## src/rtl/fir_delay_line_if.sv

```systemverilog
// Tap-bus interface for the FIR delay line: stall/flush/strobe inputs,
// windowed tap bus, registered strobe and fill count toward the multipliers.
interface fir_delay_line_if #(
  parameter int N    = 16,
  parameter int TAPS = 4
);
  localparam int CW = $clog2(TAPS + 1);

  logic            EN;
  logic            CLR;
  logic            R_IN;
  logic [N-1:0]    D_IN;
  logic            R_OUT;
  logic [TAPS*N-1:0] D_OUT;
  logic [CW-1:0]   FILL;

  modport master (
    output EN, CLR, R_IN, D_IN,
    input  R_OUT, D_OUT, FILL
  );

  modport slave (
    input  EN, CLR, R_IN, D_IN,
    output R_OUT, D_OUT, FILL
  );
endinterface

```

## src/rtl/fir_delay_line.sv

```systemverilog
// FIR sample delay line: keeps the last TAPS samples, tap 0 newest.
// Ports: CLK, RST (async high), bus.slave (EN/CLR/R_IN/D_IN in; R_OUT/D_OUT/FILL out).
module fir_delay_line #(
  parameter int N    = 16,
  parameter int TAPS = 4
) (
  input logic             CLK,
  input logic             RST,
  fir_delay_line_if.slave bus
);
  localparam int CW = $clog2(TAPS + 1);
  localparam logic [CW-1:0] FULL = CW'(TAPS);

  logic [N-1:0]  taps_q [TAPS];
  logic [N-1:0]  taps_d [TAPS];
  logic [CW-1:0] fill_q;
  logic [CW-1:0] fill_d;
  logic          rout_q;
  logic          rout_d;

  // One-hot action decode; CLR wins over stall, stall over strobe.
  logic do_clr;
  logic do_hold;
  logic do_shift;
  logic do_idle;

  assign do_clr   = bus.CLR;
  assign do_hold  = !bus.CLR && !bus.EN;
  assign do_shift = !bus.CLR && bus.EN && bus.R_IN;
  assign do_idle  = !bus.CLR && bus.EN && !bus.R_IN;

  always_comb begin
    taps_d = taps_q;
    fill_d = fill_q;
    rout_d = rout_q;
    unique case (1'b1)
      do_clr: begin
        for (int k = 0; k < TAPS; k++)
          taps_d[k] = '0;
        fill_d = '0;
        rout_d = 1'b0;
      end
      do_hold: begin
      end
      do_shift: begin
        taps_d[0] = bus.D_IN;
        for (int k = 1; k < TAPS; k++)
          taps_d[k] = taps_q[k-1];
        // Saturate at TAPS so the count never wraps.
        fill_d = (fill_q == FULL) ? fill_q
                                  : fill_q + CW'(1);
        rout_d = (fill_d == FULL);
      end
      do_idle: begin
        rout_d = 1'b0;
      end
      default: begin
      end
    endcase
  end

  always_ff @(posedge CLK or posedge RST) begin
    if (RST) begin
      for (int k = 0; k < TAPS; k++)
        taps_q[k] <= '0;
      fill_q <= '0;
      rout_q <= 1'b0;
    end else begin
      for (int k = 0; k < TAPS; k++)
        taps_q[k] <= taps_d[k];
      fill_q <= fill_d;
      rout_q <= rout_d;
    end
  end

  for (genvar g = 0; g < TAPS; g++) begin : g_tap
    assign bus.D_OUT[g*N +: N] = taps_q[g];
  end

  assign bus.FILL  = fill_q;
  assign bus.R_OUT = rout_q;
endmodule

```

## src/flat_wrapper.sv

```systemverilog
// flat-port wrapper written by rule: the top's interface ports become plain ports
module fir_delay_line_flat 
#(
  parameter int N    = 16,
  parameter int TAPS = 4
)
  (CLK, RST, bus_EN, bus_CLR, bus_R_IN, bus_D_IN, bus_R_OUT, bus_D_OUT, bus_FILL);
  fir_delay_line_if #(.N(N), .TAPS(TAPS)) bus_i ();
  input logic CLK;
  input logic RST;
  input wire logic [$bits(bus_i.EN)-1:0] bus_EN;
  input wire logic [$bits(bus_i.CLR)-1:0] bus_CLR;
  input wire logic [$bits(bus_i.R_IN)-1:0] bus_R_IN;
  input wire logic [$bits(bus_i.D_IN)-1:0] bus_D_IN;
  output wire logic [$bits(bus_i.R_OUT)-1:0] bus_R_OUT;
  output wire logic [$bits(bus_i.D_OUT)-1:0] bus_D_OUT;
  output wire logic [$bits(bus_i.FILL)-1:0] bus_FILL;
  assign bus_i.EN = bus_EN;
  assign bus_i.CLR = bus_CLR;
  assign bus_i.R_IN = bus_R_IN;
  assign bus_i.D_IN = bus_D_IN;
  assign bus_R_OUT = bus_i.R_OUT;
  assign bus_D_OUT = bus_i.D_OUT;
  assign bus_FILL = bus_i.FILL;
  fir_delay_line #(.N(N), .TAPS(TAPS)) u_core (.CLK(CLK), .RST(RST), .bus(bus_i));
endmodule
```

## config.mk

```make
export PLATFORM = sky130hd
export DESIGN_NAME = fir_delay_line_flat
export DESIGN_NICKNAME = d
export VERILOG_FILES = /design/src/rtl/fir_delay_line_if.sv /design/src/rtl/fir_delay_line.sv /design/src/flat_wrapper.sv
export SDC_FILE = /design/constraint.sdc
export NUM_CORES = 1
export LEC_CHECK = 0
export ABC_AREA = 1
export BUFFER_PORTS_ARGS = -buffer_cell sky130_fd_sc_hd__buf_2
export CAP_MARGIN = 5
export CORE_MARGIN = 8
export CORE_UTILIZATION = 53
export DETAILED_ROUTE_END_ITERATION = 16
export GPL_TIMING_DRIVEN = 1
export PLACE_DENSITY = 0.81
export SYNTH_ARGS = -nofsm -noshare
export SYNTH_HDL_FRONTEND = slang
export SYNTH_SLANG_ARGS = --single-unit
```

## constraint.sdc

```tcl
create_clock -name CLK -period 3.8 [get_ports CLK]
set_input_delay 0.76 -clock CLK [delete_from_list [all_inputs] [get_ports CLK]]
set_output_delay 0.76 -clock CLK [all_outputs]
set_load 0.02 [all_outputs]
```

==> results.txt <==
----------------------------------------------------
[Layout]
  Fraction of final layout cells sized beyond drive strength 1 ... between 30% and 40%
  Number of nets in the layout ... 364
  Antenna diode count ... 0
  Area growth, synth to finish ... 23.4%

[Clock tree]
  Buffer count from post-CTS setup fixing ... 0
  Reg clk slew, reported paths ... 60 ps
  Hold-fix buffers, CTS ... 0
  Total CTS buffers ... 9
  Number of sinks driven by the clock tree ... 68
  Clk Tree Root Cell ... clkbuf_8
  # H-tree levels ... 3
  Clock tree from TritonCTS ... built
  Count of cells resized by post-cts repair ... 0
  CTS max path bufs ... 2
  Source-to-sink clock delay at the later pin of the worst-skew pair ... 330 ps

[Worst setup path]
  Library cell contributing the largest single delay on the critical path ... nand2_2
  Worst Path Arrival ... 2200 ps
  Worst R2R End ... u_core.bus.FILL[2]$_DFFE_PP0P_
  Nature of the critical path startpoint ... input port
  Critical register-to-register path startpoint ... u_core.bus.FILL[0]$_DFFE_PP0P_
  Worst-path cell chain ... buf_2 -> inv_2 -> nand2_2 -> o22ai_1
  Critical path class ... input port to flip-flop
  Cell depth of the worst setup path ... 4
  Critical Path RT ... 4020 ps
  CP endpoint kind ... flip-flop
  Maximum fanout encountered on the critical timing path ... 51
  Stage delay of the slowest cell on the critical path ... 610 ps
  R2r setup slk ... 2610 ps
  Number of buffers and inverters on the critical path ... 2
  Number of cell instances on the worst register-to-register path ... 6
  Worst path top cell family by delay ... simple AND/OR/NAND/NOR gates

[STA]
  Total negative slack for setup checks ... 0 ps
  Tcrit/Tclk final ... between 50% and 60%
  Slew @ Worst Pin ... 975 ps
  Maximum operating frequency ... 505 MHz
  Min cycle time layout ... 1980 ps
  Final hold violation count ... 0
  Min Hold Slack ... 504 ps
  # setup viols final ... 0
  Setup repair after global routing missed its margin ... no
  Number of pins with negative max-slew slack in the final report ... 0
  Worst slew slack as a fraction of its limit ... 34.8%
  Final worst clock skew ... 6.43 ps

[Worst hold path]
  Hold depth ... 2
  Type of the tightest min-delay check ... flip-flop to flip-flop
  Min-Delay Endpoint ... u_core.bus.D_OUT[62]$_DFFE_PP0P_
  Startpoint of the most critical hold path ... u_core.bus.D_OUT[62]$_DFFE_PP0P_

[Route]
  Post-DR vias/cell ... 5.05
  Number of design-rule violations left by the first detailed-router iteration ... 133
  Final routed wire length divided by cell count ... 15.4 um
  Number of routed nets with antenna violations ... 0
  DRT Wirelength ... approximately 6400 um
  Via Count ... 2095
  Remaining routing DRC violations ... 0
  Detailed Routing Iterations Pass 1 ... 4

[GRT]
  Initial antenna violation count ... 0
  Number of global-route vias before repair ... ~2100
  Largest net degree at the start of global routing ... 52
  First-pass GRT wire length ... 10500 um
  Total congestion overflow ... 0
  GRT Total Usage ... 18.0%

[Logic synthesis]
  Warning count from the yosys run ... 0
  Gate Count Post-Synth ... 254
  Seq/Total Area, Yosys ... between 60% and 70%
  Post-Syn Nets ... 277
  Post-Synthesis Cell Area ... 2690 sq um
  Distinct cell type count after synthesis ... 19
  Post-synthesis average cell area ... 10.6 sq um
  Count of state elements after synthesis ... 68

[Power]
  Power consumption ... 1.37 mW
  Max VDD drop ... roughly 0.21 mV
  Clock group share of total power ... 37.4%
  Net switching power ... 0.334 mW
  Proportion of power drawn by flip-flops and latches ... 54.4%
  Switching Fraction ... 24.4%
  Internal ... 1.03 mW
  Share of total power in combinational logic ... 8.2%
  Static Leak ... roughly 1.7 nW
  Total power per unit cell area ... just over 400 nW/um^2

[Placement]
  Number of buffers added on ports ... 88
  Final estimated routing congestion in global placement ... 0.814
  Post-DP HPWL ... 4480 um

[Die]
  Number of placed I/O pins ... 89
  Die ar. ... 7600 sq um
  Horizontal die dimension ... 87.2 um
  Core region area ... 5010 sq um
  Die Span Y ... just under 90 um
  Starting density of the core ... 53.6%
  Number of standard-cell rows in the floorplan ... 26

[Outcome]
  Run status ... complete, no violations

[Job]
  MaxCap Viol Count ... 0

----------------------------------------------------
## sequential cells by signal, summed over array words and instances, names as in the netlist
name and count:
u_core.bus.D_OUT 64, u_core.bus.FILL 3, u_core.bus.R_OUT 1
## metrics by stage
stage / worst slack (ps) / cells / cell area (sq um) / utilization [%]
global route: 1680 / 415 / 3310 / 66.2
finish: 1820 / 415 / 3310 / 66.2
floorplan: 1330 / 254 / 2690 / -
CTS: 1820 / 415 / 3310 / 66.2
detailed placement: 1480 / 400 / 3150 / 62.8
global placement: 1560 / 400 / 3150 / 62.8
## worst min-delay path, delay by kind of cell, from the launching register on
| family | cells | cell delay (ps) |
|---|---|---|
| DFF | 1 | 340 |
| and+or+nand+nor | 1 | 70 |
| AOI/OAI and AO/OA | 1 | 60 |
## power groups by stage
| stage | registers, mW | clock network [mW] | logic (mW) |
|---|---|---|---|
| after global placement | 0.758 | 0 | 0.111 |
| after CTS | 0.745 | 0.522 | 0.113 |
| after floorplan | 0.775 | 0 | 0.0583 |
| after global routing | 0.746 | 0.556 | 0.125 |
| final | 0.745 | 0.512 | 0.112 |
| after detailed placement | 0.758 | 0 | 0.113 |
## cell families (layout without fill, tap and decap cells)
family,after synthesis,in the layout,share of synthesized area [%]
AO/OA/AOI/OAI,68,68,16.6
adder cells (fa/ha/maj),2,2,0.932
buffers and inverters,69,160,10.7
flip-flops,68,68,63.4
AND/OR/NAND/NOR,47,47,8.34
## cells in the final DEF (no fill, tap or decap), drive strengths merged
master / count
buf: 89
clkbuf: 13
clkinv: 2
dfrtp: 68
ha: 2
inv: 56
nand2: 26
nand3: 19
nor2: 2
o21ai: 34
o21bai: 1
o22ai: 33
## synthesized netlist by cell type
| library cell | instances | area share [%] |
|---|---|---|
| dfrtp_1 | 68 | 63 |
| inv_1 | 54 | 7.5 |
| o21ai_0 | 33 | 6.2 |
| nand2_1 | 25 | 3.5 |
| o22ai_1 | 23 | 5.4 |
| nand3_1 | 19 | 3.5 |
| o22ai_2 | 10 | 4.7 |
| buf_2 | 8 | 1.5 |
| buf_6 | 2 | 0.84 |
| ha_1 | 2 | 0.93 |
| inv_2 | 2 | 0.28 |
| buf_1 | 1 | 0.14 |
| buf_4 | 1 | 0.28 |
| clkbuf_1 | 1 | 0.14 |
| nand2_4 | 1 | 0.42 |
| nor2_1 | 1 | 0.14 |
| nor2_8 | 1 | 0.75 |
| o21ai_1 | 1 | 0.19 |
| o21bai_1 | 1 | 0.28 |
## cell type report
cell class / count / area [sq um]
flip-flops and latches: 68 / 1700
fillers: 421 / 1700
multi-input cells: 117 / 698
repair buffers: 89 / 448
inverters: 56 / 210
clock buffers: 13 / 159
well taps: 70 / 87.6
clock inverters: 2 / 10.0
## routing by layer
metal	GRT usage (%)	part of all wire [%]
met5	0	0
met4	9.38	2.3
met3	5.66	8.4
met2	28.4	48
met1	21.5	42
## worst max-delay path by stage
stage | from | endpoint
floorplan | RST | u_core.bus.D_OUT[0]$_DFFE_PP0P_
global placement | bus_CLR | u_core.bus.FILL[1]$_DFFE_PP0P_
detailed placement | bus_CLR | u_core.bus.D_OUT[29]$_DFFE_PP0P_
CTS | bus_CLR | u_core.bus.D_OUT[4]$_DFFE_PP0P_
global route | bus_CLR | u_core.bus.D_OUT[12]$_DFFE_PP0P_
finish | bus_CLR | u_core.bus.D_OUT[26]$_DFFE_PP0P_
Note: power is estimated with default switching activity, not from simulation.
